`config.mk`:
```
export PLATFORM = sky130hd
export DESIGN_NAME = multicycle_ctrl_flat
export DESIGN_NICKNAME = d
export VERILOG_FILES = /design/src/rtl/multicycle_ctrl_if.sv /design/src/rtl/multicycle_ctrl.sv /design/src/flat_wrapper.sv
export SDC_FILE = /design/constraint.sdc
export NUM_CORES = 1
export LEC_CHECK = 0
export BUFFER_PORTS_ARGS = -buffer_cell sky130_fd_sc_hd__buf_4
export CAP_MARGIN = 0
export CELL_PAD_IN_SITES_DETAIL_PLACEMENT = 0
export CELL_PAD_IN_SITES_GLOBAL_PLACEMENT = 2
export CORE_UTILIZATION = 30
export DETAILED_ROUTE_END_ITERATION = 16
export GPL_TIMING_DRIVEN = 0
export PLACE_DENSITY_LB_ADDON = 0.1
export SLEW_MARGIN = 20
export SYNTH_ARGS = -nofsm -noshare
export SYNTH_HDL_FRONTEND = slang
export SYNTH_SLANG_ARGS = --single-unit
```
`constraint.sdc`:
```
create_clock -name clk -period 2.18 [get_ports clk]
set_input_delay 0.436 -clock clk [delete_from_list [all_inputs] [get_ports clk]]
set_output_delay 0.436 -clock clk [all_outputs]
set_load 0.005 [all_outputs]
```
`src/rtl/multicycle_ctrl_if.sv`:
```
// Control bundle between the multi-cycle controller and its datapath/memory.
// mem_read/mem_write are held steady until a cycle with mem_ready=1; that cycle completes the access.
interface multicycle_ctrl_if #(
  parameter int CNT_W = 16
);
  logic [3:0]       opcode;
  logic [2:0]       func;
  logic             zero;
  logic             mem_ready;
  logic             pc_write;
  logic [1:0]       pc_src;
  logic             ir_write;
  logic             mem_read;
  logic             mem_write;
  logic             addr_src;
  logic             reg_write;
  logic             wb_src;
  logic             alu_src_b;
  logic [2:0]       alu_op;
  logic             instr_done;
  logic [CNT_W-1:0] retired;
  logic             trap;
  logic             trap_cause;
  logic [3:0]       state_o;

  modport master (
    input  opcode, func, zero, mem_ready,
    output pc_write, pc_src, ir_write, mem_read, mem_write, addr_src,
           reg_write, wb_src, alu_src_b, alu_op, instr_done, retired,
           trap, trap_cause, state_o
  );

  modport slave (
    output opcode, func, zero, mem_ready,
    input  pc_write, pc_src, ir_write, mem_read, mem_write, addr_src,
           reg_write, wb_src, alu_src_b, alu_op, instr_done, retired,
           trap, trap_cause, state_o
  );
endinterface

```
`src/rtl/multicycle_ctrl.sv`:
```
// Main control FSM of the 16-bit multi-cycle processor: fetch/decode/execute/memory/writeback
// sequencing, memory-wait timeout, illegal-opcode trap and retired-instruction counting.
module multicycle_ctrl #(
  parameter int MEM_TIMEOUT = 15,
  parameter int CNT_W       = 16
) (
  input logic              clk,
  input logic              rst_n,
  multicycle_ctrl_if.master bus
);
  typedef enum logic [3:0] {
    S_FETCH  = 4'd0,
    S_DECODE = 4'd1,
    S_MEM_RD = 4'd2,
    S_MEM_WB = 4'd3,
    S_MEM_WR = 4'd4,
    S_JUMP   = 4'd5,
    S_BRZ    = 4'd6,
    S_EXEC_R = 4'd7,
    S_EXEC_I = 4'd8,
    S_ALU_WB = 4'd9,
    S_TRAP   = 4'd15
  } state_t;

  localparam logic [7:0] TMO_LIM = 8'(MEM_TIMEOUT);

  state_t           state, state_nx;
  logic [7:0]       tmo, tmo_nx;
  logic             cause_q, cause_nx;
  logic [2:0]       alu_op_q;
  logic [CNT_W-1:0] retired_q;
  logic             mem_wait, tmo_hit;

  logic       pc_write, ir_write, mem_read, mem_write, addr_src;
  logic       reg_write, wb_src, alu_src_b, instr_done;
  logic [1:0] pc_src;
  logic [2:0] alu_op;

  // A ready on the limit cycle still completes the access: tmo_hit is only consulted without ready.
  always_comb begin
    mem_wait = (state == S_FETCH || state == S_MEM_RD || state == S_MEM_WR) && !bus.mem_ready;
    tmo_hit  = mem_wait && ((tmo + 8'd1) == TMO_LIM);
    tmo_nx   = (mem_wait && !tmo_hit) ? tmo + 8'd1 : 8'd0;
  end

  always_comb begin
    state_nx   = state;
    cause_nx   = cause_q;
    pc_write   = 1'b0;
    pc_src     = 2'b00;
    ir_write   = 1'b0;
    mem_read   = 1'b0;
    mem_write  = 1'b0;
    addr_src   = 1'b0;
    reg_write  = 1'b0;
    wb_src     = 1'b0;
    alu_src_b  = 1'b0;
    alu_op     = 3'b000;
    instr_done = 1'b0;
    case (state)
      S_FETCH: begin
        mem_read = 1'b1;
        if (bus.mem_ready) begin
          ir_write = 1'b1;
          pc_write = 1'b1;
          state_nx = S_DECODE;
        end else if (tmo_hit) begin
          state_nx = S_TRAP;
          cause_nx = 1'b1;
        end
      end
      S_DECODE: begin
        case (bus.opcode)
          4'b0000: state_nx = S_MEM_RD;
          4'b0001: state_nx = S_MEM_WR;
          4'b0010: state_nx = S_JUMP;
          4'b0100: state_nx = S_BRZ;
          4'b1000: begin
            if (bus.func >= 3'd5) begin
              state_nx = S_TRAP;
              cause_nx = 1'b0;
            end else begin
              state_nx = S_EXEC_R;
            end
          end
          4'b1100, 4'b1101, 4'b1110, 4'b1111: state_nx = S_EXEC_I;
          default: begin
            state_nx = S_TRAP;
            cause_nx = 1'b0;
          end
        endcase
      end
      S_MEM_RD: begin
        mem_read = 1'b1;
        addr_src = 1'b1;
        if (bus.mem_ready) begin
          state_nx = S_MEM_WB;
        end else if (tmo_hit) begin
          state_nx = S_TRAP;
          cause_nx = 1'b1;
        end
      end
      S_MEM_WB: begin
        reg_write  = 1'b1;
        wb_src     = 1'b1;
        instr_done = 1'b1;
        state_nx   = S_FETCH;
      end
      S_MEM_WR: begin
        mem_write = 1'b1;
        addr_src  = 1'b1;
        if (bus.mem_ready) begin
          instr_done = 1'b1;
          state_nx   = S_FETCH;
        end else if (tmo_hit) begin
          state_nx = S_TRAP;
          cause_nx = 1'b1;
        end
      end
      S_JUMP: begin
        pc_write   = 1'b1;
        pc_src     = 2'b01;
        instr_done = 1'b1;
        state_nx   = S_FETCH;
      end
      S_BRZ: begin
        pc_write   = bus.zero;
        pc_src     = 2'b10;
        instr_done = 1'b1;
        state_nx   = S_FETCH;
      end
      S_EXEC_R: begin
        alu_op   = bus.func;
        state_nx = S_ALU_WB;
      end
      S_EXEC_I: begin
        alu_src_b = 1'b1;
        alu_op    = {1'b0, bus.opcode[1:0]};
        state_nx  = S_ALU_WB;
      end
      S_ALU_WB: begin
        reg_write  = 1'b1;
        alu_op     = alu_op_q;
        instr_done = 1'b1;
        state_nx   = S_FETCH;
      end
      S_TRAP: state_nx = S_TRAP;
      // Unused encodings can only come from upset state bits; park them in TRAP.
      default: begin
        state_nx = S_TRAP;
        cause_nx = 1'b0;
      end
    endcase
  end

  always_ff @(posedge clk) begin
    if (!rst_n) begin
      state     <= S_FETCH;
      tmo       <= 8'd0;
      cause_q   <= 1'b0;
      alu_op_q  <= 3'b000;
      retired_q <= '0;
    end else begin
      state   <= state_nx;
      tmo     <= tmo_nx;
      cause_q <= cause_nx;
      if (state == S_EXEC_R || state == S_EXEC_I) alu_op_q <= alu_op;
      if (instr_done) retired_q <= retired_q + CNT_W'(1);
    end
  end

  assign bus.pc_write   = pc_write;
  assign bus.pc_src     = pc_src;
  assign bus.ir_write   = ir_write;
  assign bus.mem_read   = mem_read;
  assign bus.mem_write  = mem_write;
  assign bus.addr_src   = addr_src;
  assign bus.reg_write  = reg_write;
  assign bus.wb_src     = wb_src;
  assign bus.alu_src_b  = alu_src_b;
  assign bus.alu_op     = alu_op;
  assign bus.instr_done = instr_done;
  assign bus.retired    = retired_q;
  assign bus.trap       = (state == S_TRAP);
  assign bus.trap_cause = cause_q;
  assign bus.state_o    = state;
endmodule

```
`src/flat_wrapper.sv`:
```
// flat-port wrapper written by rule: the top's interface ports become plain ports
module multicycle_ctrl_flat 
#(
  parameter int MEM_TIMEOUT = 15,
  parameter int CNT_W       = 16
)
  (clk, rst_n, bus_opcode, bus_func, bus_zero, bus_mem_ready, bus_pc_write, bus_pc_src, bus_ir_write, bus_mem_read, bus_mem_write, bus_addr_src, bus_reg_write, bus_wb_src, bus_alu_src_b, bus_alu_op, bus_instr_done, bus_retired, bus_trap, bus_trap_cause, bus_state_o);
  multicycle_ctrl_if #(.CNT_W(CNT_W)) bus_i ();
  input logic clk;
  input logic rst_n;
  input wire logic [$bits(bus_i.opcode)-1:0] bus_opcode;
  input wire logic [$bits(bus_i.func)-1:0] bus_func;
  input wire logic [$bits(bus_i.zero)-1:0] bus_zero;
  input wire logic [$bits(bus_i.mem_ready)-1:0] bus_mem_ready;
  output wire logic [$bits(bus_i.pc_write)-1:0] bus_pc_write;
  output wire logic [$bits(bus_i.pc_src)-1:0] bus_pc_src;
  output wire logic [$bits(bus_i.ir_write)-1:0] bus_ir_write;
  output wire logic [$bits(bus_i.mem_read)-1:0] bus_mem_read;
  output wire logic [$bits(bus_i.mem_write)-1:0] bus_mem_write;
  output wire logic [$bits(bus_i.addr_src)-1:0] bus_addr_src;
  output wire logic [$bits(bus_i.reg_write)-1:0] bus_reg_write;
  output wire logic [$bits(bus_i.wb_src)-1:0] bus_wb_src;
  output wire logic [$bits(bus_i.alu_src_b)-1:0] bus_alu_src_b;
  output wire logic [$bits(bus_i.alu_op)-1:0] bus_alu_op;
  output wire logic [$bits(bus_i.instr_done)-1:0] bus_instr_done;
  output wire logic [$bits(bus_i.retired)-1:0] bus_retired;
  output wire logic [$bits(bus_i.trap)-1:0] bus_trap;
  output wire logic [$bits(bus_i.trap_cause)-1:0] bus_trap_cause;
  output wire logic [$bits(bus_i.state_o)-1:0] bus_state_o;
  assign bus_i.opcode = bus_opcode;
  assign bus_i.func = bus_func;
  assign bus_i.zero = bus_zero;
  assign bus_i.mem_ready = bus_mem_ready;
  assign bus_pc_write = bus_i.pc_write;
  assign bus_pc_src = bus_i.pc_src;
  assign bus_ir_write = bus_i.ir_write;
  assign bus_mem_read = bus_i.mem_read;
  assign bus_mem_write = bus_i.mem_write;
  assign bus_addr_src = bus_i.addr_src;
  assign bus_reg_write = bus_i.reg_write;
  assign bus_wb_src = bus_i.wb_src;
  assign bus_alu_src_b = bus_i.alu_src_b;
  assign bus_alu_op = bus_i.alu_op;
  assign bus_instr_done = bus_i.instr_done;
  assign bus_retired = bus_i.retired;
  assign bus_trap = bus_i.trap;
  assign bus_trap_cause = bus_i.trap_cause;
  assign bus_state_o = bus_i.state_o;
  multicycle_ctrl #(.MEM_TIMEOUT(MEM_TIMEOUT), .CNT_W(CNT_W)) u_core (.clk(clk), .rst_n(rst_n), .bus(bus_i));
endmodule
```
Word level (Yosys, flattened, before mapping)
Cells that the tools add are included.
- muxes and demuxes: 24
- add/subtract/negate cells: 2
- bitwise logic cells: 1
- magnitude comparators: 1
- reductions and logical operators: 21
- eq/ne operators: 23
- operators with widths (cell ; number):
    $pmux W4 S6 ; 2
    $eq A4 B4 Y1 const B ; 8
    $eq A4 B3 Y1 const B ; 5
    $mux W4 ; 5
    $add A16 B1 Y16 const B ; 1
    $eq A4 B2 Y1 const B ; 3
    $mux W1 ; 11
    $pmux W3 S3 ; 1
    $add A8 B1 Y8 const B ; 1
    $eq A4 B1 Y1 const B ; 2
    $eq A8 B4 Y1 const B ; 1
    $logic_not A4 Y1 ; 2
    $reduce_or A2 Y1 ; 4
    $reduce_or A4 Y1 ; 2
    $reduce_or A8 Y1 ; 1
    $reduce_or A7 Y1 ; 1
    $pmux W1 S3 ; 2
    $reduce_and A5 Y1 ; 1
    $ne A2 B2 Y1 const B ; 2
    $pmux W1 S2 ; 2
    $pmux W2 S2 ; 1
    $ge A3 B3 Y1 const B ; 1
    $logic_and A1 B1 Y1 ; 3
    $logic_or A1 B1 Y1 ; 3
    other kinds (6) ; 7
- output and inout bits: 36
- logic and storage cells: 77
- flip-flop bits (word level): 32

Depth between registers and ports, before layout
Gate-level depths: netlist of the first run.
- depth after elaboration: 8
- gate-level depth with buffers: 6
- mapped depth without buffers: 5

Least setup slack after synthesis of the first run
OpenSTA, ideal clock, no wires.
- kind: reg2out
- start point: register u_core.state[2], in the netlist u_core.bus.state_o[2]
- end point: output bus_pc_write
- path buffers: 2
- cell stages (with the launch flop): 5
- data required time: 1.744 ns
- arrival time: 1.424 ns
- setup slack: 0.320 ns
- path through: dfxtp_1 > clkbuf_1 > buf_2 > nor4bb_1 > a211o_1
- word-level cells in the longest chain between the ends: 2
- elaborated cells between the ends (all ways): 4
- those cells by class: eq/ne: 2; mux: 1; reduce/logical: 1
- ends and longest elaborated chain (what ; RTL line ; RTL):
    from (decl) ; multicycle_ctrl.sv:27 ; state_t state, state_nx;
    from (signal assigned) ; multicycle_ctrl.sv:164 ; state <= state_nx;
    $eq A4 B3 Y1 / $logic_not A4 Y1 (equally long branches) ; multicycle_ctrl.sv:60 ; case (state)
    $pmux W1 S3 * ; multicycle_ctrl.sv:60 ;
    to (decl) ; flat_wrapper.sv:15 ; output wire logic [$bits(bus_i.pc_write)-1:0] bus_pc_write;
Every way passes the cells marked *; elsewhere a longest branch is shown, timed or not.

Final worst setup path of the first run
- start point: register u_core.state[3], in the netlist u_core.bus.state_o[3]
- end point: output bus_pc_write
The elaborated chain is that of the path after synthesis.

==> results.cfg, run 1 <==
[status]
status = finished clean

[cells_and_area]
num-fill-cells = 646
multi_input_area_mm2 = 0.00120
area_growth_pct = 31.3
seq_area_um2 = 646
nNetsFinal = 297
final_layout_size_suffix_gt1_share_pct = 27.1
num_antenna_cells = 0

[hold_path]
worstHoldStart = u_core.tmo[0]
hold_depth = 1
whs_endpoint = u_core.tmo[0]
hold_class = register to register

[global_routing]
grt_max_degree = 20
overflow = 0
antenna_found_initial = 0
grt_pass1_wl_um = 8060
grt_usage_pct = 16.1
grt_pass1_vias = 1671

[clocking]
postCtsHoldBufs = 0
cts_buffers = 5
ctsHtreeMaxLevel = 2
cts_tree = yes
path_clk_slew_ns = 0.07
clk_latency_ns = 0.28
cts-root-buf = clkbuf_8
cts.path.max_buffers = 2
clock-sinks = 32

[synth]
synthXorXnorAreaFrac_pct = 4.62
synth_largest_area_cell = dfxtp_1
synthMuxAreaShare_pct = 1.58
synth_commonest_cells = dfxtp_1, nor2_1, a21oi_1, nand2_1, o21ai_0
ys_seq_area_share_pct = 33.8
synth_warnings = 0
ys_async_sr_fraction_pct = 0
synth-adder-area-share_pct = 1.98
synth_top_family_by_area = simple AND/OR/NAND/NOR gates
synth_enable_flop_cells = 0
yosysTopAreaCellShare_pct = 33.8
syn-cell-area_mm2 = 0.00190
syn_avg_cell_area_um2 = 8.25
ys_types = 53
syn_nets = 244
synth_compound_area_share_pct = 20.4
synthTopCellsByArea = dfxtp_1, o31ai_1, or4_1
yosys.area_share.simple_pct = 32.5
synth-main-ff-cell = dfxtp_1
syn_inst = 230
synth-seq-cells = 32
yosysMostFrequentCell = dfxtp_1

[sta]
min_period_ns = 2.09
post-route-period-util_pct = 95.7
worst_pin_slew_ns = 0.655
finalHoldViolCount = 0
rsz0062_at_grt = false
clock.fmax_ghz = 0.479
setup_viol = 0
relSlewSlack_pct = 56.1
tns_ns = 0
maxSlewViolCount = 0
skew_ns = 0.00557

[critical_path]
path_buf_inv = 2
crit_family = simple AND/OR/NAND/NOR gates
cp_common_cell = buf_4
ff2ff_path_depth = 6
r2r-start = u_core.bus.state_o[1]
cp-start-kind = register
cp_slowest_cell = dfxtp_2
crit_type = register to primary output
cp-end-kind = primary output
cp.required_ns = 1.74
crit_fanout = 10
r2r_slack_ns = 0.36
critPathMaxStageDelay_ns = 0.38
r2r_end = u_core.bus.retired[11]
crit_chain = buf_4 -> and3b_1 -> nor2b_1 -> a211o_1 -> buf_4
cp_data_arrival_time_ns = 1.65

[place]
post-dp-hpwl_um = 3830
globalplace.congestion = 0.731
io_buffers = 46

[floorplan]
dieArea_mm2 = 0.00664
die_x_um = 81.5
io_pins = 47
core_area_mm2 = 0.00603
start_util_pct = 31.5
die_h_um = 81.5
num_rows = 28

[power]
p_total_uw = 2000
p_per_area_mw_per_mm2 = 804
ir_drop_v = 0.000277
leakagePower_uw = 0.000959

[drt]
antenna_left = 0
viasPerCell = 5.20
wl_per_cell_um = 14.4
drc = 0
drt_first_pass_iters = 4
first_iter_violations = 58
num_vias = 1867
wl_um = 5160

[job]
cap_violations = 0
-- cells in the final DEF, fill, tap and decap left out, types with 4 or more instances in the layout --
master,instances
buf_4,52
dfxtp_1,28
nor2_1,15
a21oi_1,14
nand2_1,13
o21ai_0,12
o31ai_1,10
or4_1,10
nor3_1,7
and3_1,7
clkbuf_1,6
nand4_1,6
nand3_1,6
clkbuf_8,6
xor2_1,5
xnor2_1,5
nor2b_1,4
inv_1,4
and2_1,4
or3_1,4
and4_1,4
o21a_1,4
dfxtp_2,4
-- registers in the layout, summed over array words and instances (netlist names) --
name	cells
u_core.tmo	8
u_core.bus.trap_cause	1
u_core.bus.state_o	4
u_core.alu_op_q	3
u_core.bus.retired	16
-- report_power, final --
part / switching [uW] / internal [uW]
clock: 227 / 258
combinational: 434 / 390
sequential: 58.9 / 634
-- metal layers --
metal	track usage, %	up-vias	routed length, um	share of wire (%)
met1	19.8	852	2470	48
met3	3.56	4	170	3.3
met4	5.36	0	51	0.99
met5	0	-	0	0
li1	-	972	-	-
met2	27.3	39	2460	48
-- timing repair --
item                       in CTS  in global routing
setup buffers                   2                  0
pin swaps                       1                  0
setup endpoints to repair      10                  2
hold endpoints to repair        0                  0
gates resized for setup        16                  8
-- worst reg2reg max path: cells and delay by family (launching register included) --
family          cells  cell delay [ns]
simple gates        2             0.87
buf+inv             2             0.33
compound gates      2             0.20
flops               1             0.36
-- final cells by class --
type	count	share of cell area, %
Tap cell	75	3.77
Multi-Input combinational cell	177	48.1
Clock buffer	8	3.62
Timing Repair Buffer	48	14.5
Inverter	4	0.603
Sequential cell	32	25.9
Buffer	15	3.52
-- cell families after synthesis --
| logic type | count (synthesis) |
|---|---|
| xor gates and xnor gates | 10 |
| buffers and inverters | 21 |
| AOI/OAI and AO/OA | 59 |
| adders and majority gates | 3 |
| DFF | 32 |
| muxes | 3 |
| and+or+nand+nor | 102 |
-- how the worst max path moves through the flow --
stage,from,endpoint,depth (start not counted)
floorplan,u_core.bus.state_o[2],bus_pc_write,4
global placement,bus_mem_ready,bus_instr_done,7
detailed placement,bus_mem_ready,bus_instr_done,7
CTS,u_core.bus.state_o[2],bus_pc_write,5
global route,u_core.bus.state_o[3],bus_pc_write,5
finish,u_core.bus.state_o[3],bus_pc_write,5
-- per-stage QoR --
step	cells	cell area [um2]	setup WS [ns]	util, %	hold WS [ns]
6_report	359	2490	0.0931	41.3	0.454
5_1_grt	359	2490	0.00594	41.3	0.464
4_1_cts	359	2470	0.0470	41.0	0.455
3_5_place_dp	351	2340	-0.0451	38.8	0.444
3_3_place_gp	351	2340	-0.0709	38.8	0.437
2_1_floorplan	230	1900	0.320	-	0.426
No activity file was read; power rests on OpenSTA's default activity.
==> run 2: changes to the inputs <==
--- a/config.mk
+++ b/config.mk
@@ -12,7 +12,7 @@
 export CORE_UTILIZATION = 30
 export DETAILED_ROUTE_END_ITERATION = 16
 export GPL_TIMING_DRIVEN = 0
-export PLACE_DENSITY_LB_ADDON = 0.1
+export PLACE_DENSITY_LB_ADDON = 0.12
 export SLEW_MARGIN = 20
 export SYNTH_ARGS = -nofsm -noshare
 export SYNTH_HDL_FRONTEND = slang
==> constraint.sdc (replaced) <==
create_clock -name clk -period 2.18 [get_ports clk]
set_input_delay 0.436 -clock clk [delete_from_list [all_inputs] [get_ports clk]]
set_output_delay 0.436 -clock clk [all_outputs]
set_load 0.02 [all_outputs]
==> results.cfg, run 2 (synthesis results as in run 1) <==
[floorplan]
io_pins = 47
dieArea_mm2 = 0.00664
die_h_um = 81.5
start_util_pct = 31.5
num_rows = 28
die_x_um = 81.5
core_area_mm2 = 0.00603

[power]
ir_drop_v = 0.000341
p_per_area_mw_per_mm2 = 856
leakagePower_uw = 0.000962
p_int_uw = 1310
clock_power_share_pct = 23.3
seqPwrFrac_pct = 32.0
power_frac_comb_pct = 44.6
switchingPower_uw = 853
swShare_pct = 39.5

[clocking]
ctsHtreeMaxLevel = 2
cts_buffers = 5
clock-sinks = 32
cts_tree = yes
clk_latency_ns = 0.29
cts-root-buf = clkbuf_8
cts.path.max_buffers = 2
path_clk_slew_ns = 0.07

[sta]
skew_ns = 0.00676
worst_pin_slew_ns = 0.624
post-route-period-util_pct = 95.7
rsz0062_at_grt = false
relSlewSlack_pct = 57.4
setup_viol = 0
min_period_ns = 2.09
clock.fmax_ghz = 0.479
fin_ws_ns = 0.0929
holdWs_ns = 0.441
finalHoldViolCount = 0
maxSlewViolCount = 0

[critical_path]
crit_type = register to primary output
crit_fanout = 10
cp-end-kind = primary output
cp-start-kind = register
cp.required_ns = 1.74
ff2ff_path_depth = 6
r2r_slack_ns = 0.34
cp_data_arrival_time_ns = 1.65
r2r_end = u_core.bus.retired[11]
r2r-start = u_core.bus.state_o[2]

[cells_and_area]
largest_reg_flops = 16
area_growth_pct = 33.1
nNetsFinal = 297
final_common_cell = buf_4
final_layout_size_suffix_gt1_share_pct = 28.2
num-fill-cells = 635
fin_cells = 359
final_util_pct = 41.9
num_antenna_cells = 0
mostFrequentLayoutCells = buf_4, dfxtp_1, nor2_1

[global_routing]
overflow = 0
grt_pass1_wl_um = 8560
grt_pass1_vias = 1732
grt_max_degree = 20
antenna_found_initial = 0
grt_usage_pct = 16.8

[place]
place_worst_setup_slack_ns = -0.0789
globalplace.congestion = 0.730
post-place-cells = 351
io_buffers = 46
post-dp-hpwl_um = 3840

[status]
status = finished clean

[hold_path]
hold_depth = 3
worstHoldStart = rst_n
whs_endpoint = u_core.bus.retired[13]
hold_class = input port to register

[drt]
wl_per_cell_um = 14.6
first_iter_violations = 45
antenna_left = 0
viasPerCell = 5.27
wl_um = 5250
drc = 0
num_vias = 1892
drt_first_pass_iters = 4

[job]
cap_violations = 0
run 2: cell types whose count changed in the layout (fill, tap and decap cells not counted), sizes merged:
cell / previous run / this run
buf: 57 / 55
clkinvlp: 0 / 2
run 2: worst max-delay path by stage:
| stage | startpoint | to |
|---|---|---|
| floorplan | u_core.bus.state_o[2] | bus_pc_write |
| global placement | bus_mem_ready | bus_instr_done |
| detailed placement | bus_mem_ready | bus_instr_done |
| CTS | u_core.bus.state_o[3] | bus_pc_write |
| global route | u_core.bus.state_o[2] | bus_pc_write |
| finish | u_core.bus.state_o[1] | bus_pc_write |
run 2: per-stage QoR:
step | cell area (um2) | TNS (ns) | total power [uW]
2_1_floorplan | 1920 | -0.0145 | 1290
3_3_place_gp | 2360 | -0.0825 | 1610
3_5_place_dp | 2360 | -0.0789 | 1600
4_1_cts | 2510 | 0 | 2180
5_1_grt | 2520 | 0 | 2320
6_report | 2520 | 0 | 2160
run 2: power by group through the flow:
stage                     Combinational [uW]  Clock, uW  Sequential (uW)
after floorplan                          569          0              718
after global routing                    1070        549              701
after global placement                   908          0              699
final                                    965        504              692
after CTS                                963        523              691
after detailed placement                 902          0              698
run 2: final cells by class:
class	count	area, um2	share of cell area, %
tap	75	93.8	3.72
multi-input combinational	177	1200	47.7
inverter	4	15.0	0.595
clock inverter	2	15.0	0.595
timing repair buffer	48	360	14.3
buffer	15	109	4.31
clock buffer	6	82.6	3.27
sequential	32	646	25.6
run 2: routing by layer:
layer  wire, um  GRT usage (%)
met4         57           4.82
met5          0              0
met3        185           3.56
met1       2490           22.1
met2       2520           27.5
run 2: worst max-delay path: stages, from the launching register on:
cell and delay [ns]:
dfxtp_2 0.36, clkbuf_4 0.19, and3b_1 0.23, nor2b_1 0.15, a211o_1 0.28, buf_4 0.15
run 2: repair_timing:
item,4_1_cts,5_1_grt
endpoints found under the hold margin,0,0
hold buffers,0,0
pin swaps,1,0
setup buffers,2,0
endpoints found under the setup margin,14,6
resized for setup,18,8
